--- config.mk ---
export PLATFORM = sky130hd
export DESIGN_NAME = button_event_decoder_flat
export DESIGN_NICKNAME = d
export VERILOG_FILES = /design/src/rtl/button_event_decoder_pkg.sv /design/src/rtl/button_event_decoder_if.sv /design/src/rtl/button_event_decoder_tick_gen.sv /design/src/rtl/button_event_decoder.sv /design/src/flat_wrapper.sv
export SDC_FILE = /design/constraint.sdc
export NUM_CORES = 1
export LEC_CHECK = 0
export ABC_AREA = 0
export CORE_UTILIZATION = 35
export DETAILED_ROUTE_END_ITERATION = 10
export GPL_TIMING_DRIVEN = 0
export SLEW_MARGIN = 20
export SYNTH_ARGS = -nofsm -noshare
export SYNTH_HDL_FRONTEND = slang
export SYNTH_SLANG_ARGS = --single-unit
--- constraint.sdc ---
create_clock -name clk_50M -period 2.3 [get_ports clk_50M]
set_input_delay 0.345 -clock clk_50M [delete_from_list [all_inputs] [get_ports clk_50M]]
set_output_delay 0.345 -clock clk_50M [all_outputs]
set_load 0.1 [all_outputs]
--- src/rtl/button_event_decoder_pkg.sv ---
// rtl/button_event_decoder_pkg.sv - shared types and helpers for the button event decoder
package btn_evt_pkg;

    typedef enum logic [1:0] {
        IDLE    = 2'd0,
        PRESSED = 2'd1,
        REPEAT  = 2'd2
    } btn_state_t;

    typedef enum logic [1:0] {
        EV_PRESS   = 2'd0,
        EV_RELEASE = 2'd1,
        EV_LONG    = 2'd2,
        EV_REPEAT  = 2'd3
    } btn_ev_t;

    // Larger of two thresholds; sizes the shared hold counter.
    function automatic int max_int(input int a, input int b);
        return (a > b) ? a : b;
    endfunction

endpackage

--- src/rtl/button_event_decoder_if.sv ---
// rtl/button_event_decoder_if.sv - button level in, event handshake out
interface button_event_decoder_if;

    logic       D_deb;
    logic       ev_ack;
    logic       ovf_clr;
    logic       ev_valid;
    logic [1:0] ev_code;
    logic       ev_ovf;
    logic       btn_held;

    // Control logic side: drives the level and ack, consumes events.
    modport master (
        output D_deb, ev_ack, ovf_clr,
        input  ev_valid, ev_code, ev_ovf, btn_held
    );

    // Decoder side.
    modport slave (
        input  D_deb, ev_ack, ovf_clr,
        output ev_valid, ev_code, ev_ovf, btn_held
    );

endinterface

--- src/rtl/button_event_decoder_tick_gen.sv ---
// rtl/button_event_decoder_tick_gen.sv - free-running timing tick, restartable on press
module tick_gen #(
    parameter int TICK_COUNT = 50_000
) (
    input  logic clk_50M,
    input  logic rst,
    input  logic clr,
    output logic tick
);

    localparam int            TW   = $clog2(TICK_COUNT);
    localparam logic [TW-1:0] LAST = TW'(TICK_COUNT - 1);

    logic [TW-1:0] cnt_q;
    logic [TW-1:0] cnt_d;

    // Count 0..TICK_COUNT-1; clearing aligns the first tick to the press.
    always_comb begin
        cnt_d = cnt_q;
        if (clr) begin
            cnt_d = '0;
        end else if (cnt_q == LAST) begin
            cnt_d = '0;
        end else begin
            cnt_d = cnt_q + TW'(1);
        end
    end

    // Counter register.
    always_ff @(posedge clk_50M or posedge rst) begin
        if (rst) begin
            cnt_q <= '0;
        end else begin
            cnt_q <= cnt_d;
        end
    end

    assign tick = (cnt_q == LAST);

endmodule

--- src/rtl/button_event_decoder.sv ---
// rtl/button_event_decoder.sv - debounced button level to PRESS/RELEASE/LONG/REPEAT events
module button_event_decoder
    import btn_evt_pkg::*;
#(
    parameter int TICK_COUNT   = 50_000,
    parameter int LONG_TICKS   = 1000,
    parameter int REPEAT_TICKS = 200
) (
    input  logic                  clk_50M,
    input  logic                  rst,
    button_event_decoder_if.slave bus
);

    localparam int            HW          = $clog2(max_int(LONG_TICKS, REPEAT_TICKS) + 1);
    localparam logic [HW-1:0] LONG_LAST   = HW'(LONG_TICKS - 1);
    localparam logic [HW-1:0] REPEAT_LAST = HW'(REPEAT_TICKS - 1);

    logic       d_s1_q, d_s2_q, d_prev_q;
    logic       rise, fall, tick;
    btn_state_t state_q, state_d;
    logic [HW-1:0] hold_q, hold_d;
    logic       fire;
    btn_ev_t    fire_code;
    logic       ev_valid_q, ev_valid_d;
    btn_ev_t    ev_code_q, ev_code_d;
    logic       ev_ovf_q, ev_ovf_d;
    logic       drop;

    // Synchronize the asynchronous level and keep one cycle of history for edges.
    always_ff @(posedge clk_50M or posedge rst) begin
        if (rst) begin
            d_s1_q   <= 1'b0;
            d_s2_q   <= 1'b0;
            d_prev_q <= 1'b0;
        end else begin
            d_s1_q   <= bus.D_deb;
            d_s2_q   <= d_s1_q;
            d_prev_q <= d_s2_q;
        end
    end

    assign rise = d_s2_q & ~d_prev_q;
    assign fall = ~d_s2_q & d_prev_q;

    tick_gen #(
        .TICK_COUNT (TICK_COUNT)
    ) u_tick_gen (
        .clk_50M (clk_50M),
        .rst     (rst),
        .clr     (rise),
        .tick    (tick)
    );

    // Button FSM: decides which event fires this cycle; a fall beats a threshold tick.
    always_comb begin
        state_d   = state_q;
        hold_d    = hold_q;
        fire      = 1'b0;
        fire_code = EV_PRESS;
        case (state_q)
            IDLE: begin
                if (rise) begin
                    fire      = 1'b1;
                    fire_code = EV_PRESS;
                    hold_d    = '0;
                    state_d   = PRESSED;
                end
            end
            PRESSED: begin
                if (fall) begin
                    fire      = 1'b1;
                    fire_code = EV_RELEASE;
                    state_d   = IDLE;
                end else if (tick) begin
                    if (hold_q == LONG_LAST) begin
                        fire      = 1'b1;
                        fire_code = EV_LONG;
                        hold_d    = '0;
                        state_d   = REPEAT;
                    end else begin
                        hold_d = hold_q + HW'(1);
                    end
                end
            end
            REPEAT: begin
                if (fall) begin
                    fire      = 1'b1;
                    fire_code = EV_RELEASE;
                    state_d   = IDLE;
                end else if (tick) begin
                    if (hold_q == REPEAT_LAST) begin
                        fire      = 1'b1;
                        fire_code = EV_REPEAT;
                        hold_d    = '0;
                    end else begin
                        hold_d = hold_q + HW'(1);
                    end
                end
            end
            default: begin
                state_d = IDLE;
                hold_d  = '0;
            end
        endcase
    end

    // FSM state and hold counter registers.
    always_ff @(posedge clk_50M or posedge rst) begin
        if (rst) begin
            state_q <= IDLE;
            hold_q  <= '0;
        end else begin
            state_q <= state_d;
            hold_q  <= hold_d;
        end
    end

    // Event slot: load when free or being acked, otherwise drop and flag overflow.
    always_comb begin
        ev_valid_d = ev_valid_q;
        ev_code_d  = ev_code_q;
        drop       = fire & ev_valid_q & ~bus.ev_ack;
        if (fire) begin
            if (!drop) begin
                ev_valid_d = 1'b1;
                ev_code_d  = fire_code;
            end
        end else if (ev_valid_q && bus.ev_ack) begin
            ev_valid_d = 1'b0;
        end
        if (drop) begin
            ev_ovf_d = 1'b1;
        end else if (bus.ovf_clr) begin
            ev_ovf_d = 1'b0;
        end else begin
            ev_ovf_d = ev_ovf_q;
        end
    end

    // Event slot registers.
    always_ff @(posedge clk_50M or posedge rst) begin
        if (rst) begin
            ev_valid_q <= 1'b0;
            ev_code_q  <= EV_PRESS;
            ev_ovf_q   <= 1'b0;
        end else begin
            ev_valid_q <= ev_valid_d;
            ev_code_q  <= ev_code_d;
            ev_ovf_q   <= ev_ovf_d;
        end
    end

    assign bus.ev_valid = ev_valid_q;
    assign bus.ev_code  = ev_code_q;
    assign bus.ev_ovf   = ev_ovf_q;
    assign bus.btn_held = (state_q != IDLE);

    // A pending, unacknowledged event must not change under the consumer.
    a_code_stable: assert property (@(posedge clk_50M) disable iff (rst)
        (ev_valid_q && !bus.ev_ack) |=> $stable(ev_code_q));

    // LONG/REPEAT only ever originate from a held button.
    a_hold_events: assert property (@(posedge clk_50M) disable iff (rst)
        (fire && (fire_code == EV_LONG || fire_code == EV_REPEAT)) |-> (state_q != IDLE));

endmodule

--- src/flat_wrapper.sv ---
// flat-port wrapper written by rule: the top's interface ports become plain ports
module button_event_decoder_flat import btn_evt_pkg::*;
#(
    parameter int TICK_COUNT   = 50_000,
    parameter int LONG_TICKS   = 1000,
    parameter int REPEAT_TICKS = 200
)
  (clk_50M, rst, bus_D_deb, bus_ev_ack, bus_ovf_clr, bus_ev_valid, bus_ev_code, bus_ev_ovf, bus_btn_held);
  button_event_decoder_if bus_i ();
  input  logic clk_50M;
  input  logic rst;
  input wire logic [$bits(bus_i.D_deb)-1:0] bus_D_deb;
  input wire logic [$bits(bus_i.ev_ack)-1:0] bus_ev_ack;
  input wire logic [$bits(bus_i.ovf_clr)-1:0] bus_ovf_clr;
  output wire logic [$bits(bus_i.ev_valid)-1:0] bus_ev_valid;
  output wire logic [$bits(bus_i.ev_code)-1:0] bus_ev_code;
  output wire logic [$bits(bus_i.ev_ovf)-1:0] bus_ev_ovf;
  output wire logic [$bits(bus_i.btn_held)-1:0] bus_btn_held;
  assign bus_i.D_deb = bus_D_deb;
  assign bus_i.ev_ack = bus_ev_ack;
  assign bus_i.ovf_clr = bus_ovf_clr;
  assign bus_ev_valid = bus_i.ev_valid;
  assign bus_ev_code = bus_i.ev_code;
  assign bus_ev_ovf = bus_i.ev_ovf;
  assign bus_btn_held = bus_i.btn_held;
  button_event_decoder #(.TICK_COUNT(TICK_COUNT), .LONG_TICKS(LONG_TICKS), .REPEAT_TICKS(REPEAT_TICKS)) u_core (.clk_50M(clk_50M), .rst(rst), .bus(bus_i));
endmodule
==> summary.md, run 1 <==
| Metric | Value |
|---|---|
| Nature of the critical path startpoint | `flop` |
| Overflow left after global routing | `0` |
| Async set-reset flop share out of synthesis | `between 90% and 100%` |
| Gpl congestion | `0.797` |
| Cells after synthesis | `191` |
| Worst r2r src | `u_core.state_q[0]$_DFFE_PP0P_` |
| R2R depth | `6` |
| CP Capture Type | `flop` |
| Mapped cell area | `1920 um^2` |
| Synth warnings | `0` |
| Die width | `76.1 um` |
| RSZ-0062 raised after global routing | `no` |
| Setup Fix Bufs, Post-CTS | `0` |
| CP Class | `flop to flop` |
| Max-slew violations | `0` |
| Post-synth EDFFs | `0` |
| Via count | `~1400` |
| Crit-path max cell delay | `about 480 ps` |
| Sink Count | `35` |
| Die area | `between 5000 and 6000 um^2` |
| Vias per cell | `5.21` |
| Synth Flop Type | `dfrtp_1` |
| WL/cell | `roughly 13 um` |
| Min-Delay Path Class | `flop to flop` |
| GRT busiest layer | `met2` |
| Vias in the first global route | `1334` |
| IO Count | `10` |
| Final #Nets | `218` |
| DPL Wire Length | `2540 um` |
| Post-synthesis sequential area ratio | `45.6%` |
| Crit path buf inv count | `1` |
| Worst Skew | `7.38 ps` |
| Final hold vios | `0` |
| Synth area leaders | `dfrtp_1 (46%), nor2_1 (4.9%), ha_1 (3.9%)` |
| Hold slack | `351 ps` |
| Synthesis-to-layout area growth | `14.0%` |
| Most frequent cells after synthesis | `dfrtp_1 (35), nor2_1 (25), nand2_1 (16), nand3_1 (12), o21ai_0 (9)` |
| Global Route met3 Usage | `3.95%` |
| Worst hold start | `u_core.d_s1_q$_DFF_PP0_` |
| Max_slew headroom | `34.7%` |
| Leakage Power | `0.939 nW` |
| Row cnt | `26` |
| Crit path max fanout | `6` |
| Final ANT Viol Nets | `0` |
| H-tree levels | `2` |
| Hold depth | `0` |
| CP top delay family | `compound AO/OA/AOI/OAI gates` |
| Gr usage total | `approximately an eighth` |
| Synth unique cells | `49` |
| Clk_lat worst skew | `280 ps` |
| Final setup fails | `0` |
| DRT iter0 DRCs | `106` |
| Die height | `76.1 um` |
| CTS root buf | `clkbuf_8` |
| Antenna violations before repair | `0` |
| CP cell instances | `inv_1, ha_1, or2_2, a221oi_2, nand2_2, o311ai_2` |
| Setup tns final | `0 ps` |
| Reg clk slew, reported paths | `70 ps` |
| Synth top area share | `45.6%` |
| Min Tclk post-route | `2160 ps` |
| Net count after synthesis | `202` |
| Beginning of the critical path | `u_core.state_q[0]$_DFFE_PP0P_` |
| Worst-margin pin slew | `976 ps` |
| Post-Route WL | `3600 um` |
| Status | `completed` |
| Total CTS buffers | `5` |
| Largest area contributor in the netlist | `dfrtp_1` |
| IO Port Bufs | `9` |
| M2 GR Usage | `a little over a fifth` |
| Max-cap violations | `0` |
| Critical Path Stages | `6` |
| Antenna diodes | `0` |
| Required @ worst endpoint | `2480 ps` |
| Global Route met1 Usage | `between 15 and 20%` |
| Tcrit/Tclk final | `between 90% and 100%` |
| Largest net degree at the start of global routing | `36` |
| Fmax | `463 MHz` |
| Initial Util | `36.9%` |
| #FFs+latches synth | `35` |
| Crit path DAT | `between 2000 and 2500 ps` |
| Core region area | `~5200 um^2` |
| First-pass GRT wire length | `6150 um` |
| Power Dens Cells | `915 nW/um^2` |
| Drt pass-1 iters | `4` |
| Top-count cell post-synth | `dfrtp_1` |
| Slowest CP cell | `a221oi_2` |
| Max Root-Sink Buffers | `2` |
| TritonCTS clock tree | `built` |
| Drt drc | `0` |
| Avg Synthesized Cell Area | `10.1 um^2` |
| Peak supply drop | `473 uV` |
| Layout cells sized above 1 | `13.5%` |
==> cells in the final DEF (no fill, tap or decap), drive strengths merged, types with 2 or more instances in the layout <==
cell type and instances:
nor3 5, a2bb2oi 2, a21oi 2, a21o 2, o31ai 3, nor4b 2, a22o 6, nor2b 3
xor2 8, o21ai 9, xnor2 6, clkdlybuf4s50 8, nand3 12, nand4 5, o311ai 2, or2 2
inv 6, clkbuf 9, and3 5, nand2b 3, nand2 17, ha 6, dfrtp 35, and4bb 3
buf 2, nor2 26
==> flip-flops by register name, summed over array words and instances (netlist names) <==
register,flops
u_core.bus.ev_code,2
u_core.bus.ev_ovf,1
u_core.bus.ev_valid,1
u_core.d_prev_q,1
u_core.d_s1_q,1
u_core.d_s2_q,1
u_core.hold_q,10
u_core.state_q,2
u_core.u_tick_gen.cnt_q,16
==> through the flow <==
step | utilization, % | instance area, um^2 | cells | setup WS (ps) | power [mW]
6_report | 42.1 | 2190 | 278 | 140 | 2.00
5_1_grt | 42.1 | 2190 | 278 | 12.4 | 2.13
4_1_cts | 41.9 | 2180 | 278 | 133 | 2.02
3_5_place_dp | 40.3 | 2100 | 270 | -70.5 | 1.58
3_3_place_gp | 40.3 | 2100 | 270 | -57.2 | 1.58
2_1_floorplan | - | 1920 | 191 | 96.9 | 1.40
==> what timing repair did <==
| action | CTS | global route |
|---|---|---|
| resized for setup | 3 | 1 |
| hold buffers | 0 | 0 |
| endpoints found under the setup margin | 1 | 1 |
| cloned | 0 | 0 |
==> metal layers <==
metal  up-vias  wire [um]
li1        727          -
met4         0         25
met1       690       1890
met2        29       1560
met5         -          0
met3         2        122
==> final cells by class <==
class,instances,area (um^2)
buffer,4,17.5
clock buffer,7,76.3
clock inverter,1,5.00
fill,523,3010
inverter,6,22.5
multi-input combinational,146,1010
sequential,35,876
tap,70,87.6
timing repair buffer,9,91.3
==> final timing paths <==
kind	endpoint	slack (ps)
worst max-delay path	u_core.hold_q[3]$_DFFE_PP0P_	140
worst min-delay path	u_core.d_s2_q$_DFF_PP0_	350
worst max register to register	u_core.hold_q[3]$_DFFE_PP0P_	140
worst min register to register	u_core.d_s2_q$_DFF_PP0_	350
max in group asynchronous	u_core.u_tick_gen.cnt_q[6]$_DFF_PP0_	1320
min in group asynchronous	u_core.d_s1_q$_DFF_PP0_	510
==> cell families after synthesis <==
| kind of cell | Yosys count | synth area share (%) |
|---|---|---|
| buffers and inverters | 10 | 2.08 |
| AO/OA/AOI/OAI | 33 | 14.1 |
| multiplexers | 2 | 1.11 |
| adder cells (fa/ha/maj) | 6 | 3.91 |
| XOR/XNOR | 14 | 6.38 |
| AND/OR/NAND/NOR | 91 | 26.9 |
| flip-flops | 35 | 45.6 |
==> power by group <==
part | internal, mW | switching [mW] | total (mW)
Clock | 0.213 | 0.212 | 0.425
Sequential | 0.683 | 0.0550 | 0.738
Combinational | 0.277 | 0.565 | 0.842
(Power assumes the default switching activity.)
==> inputs of run 2 (changes only) <==
SKIP_LAST_GASP = 1   (was unset)
==> results of run 2 <==
Final layout, timing and power as in run 1 (identical DEF).
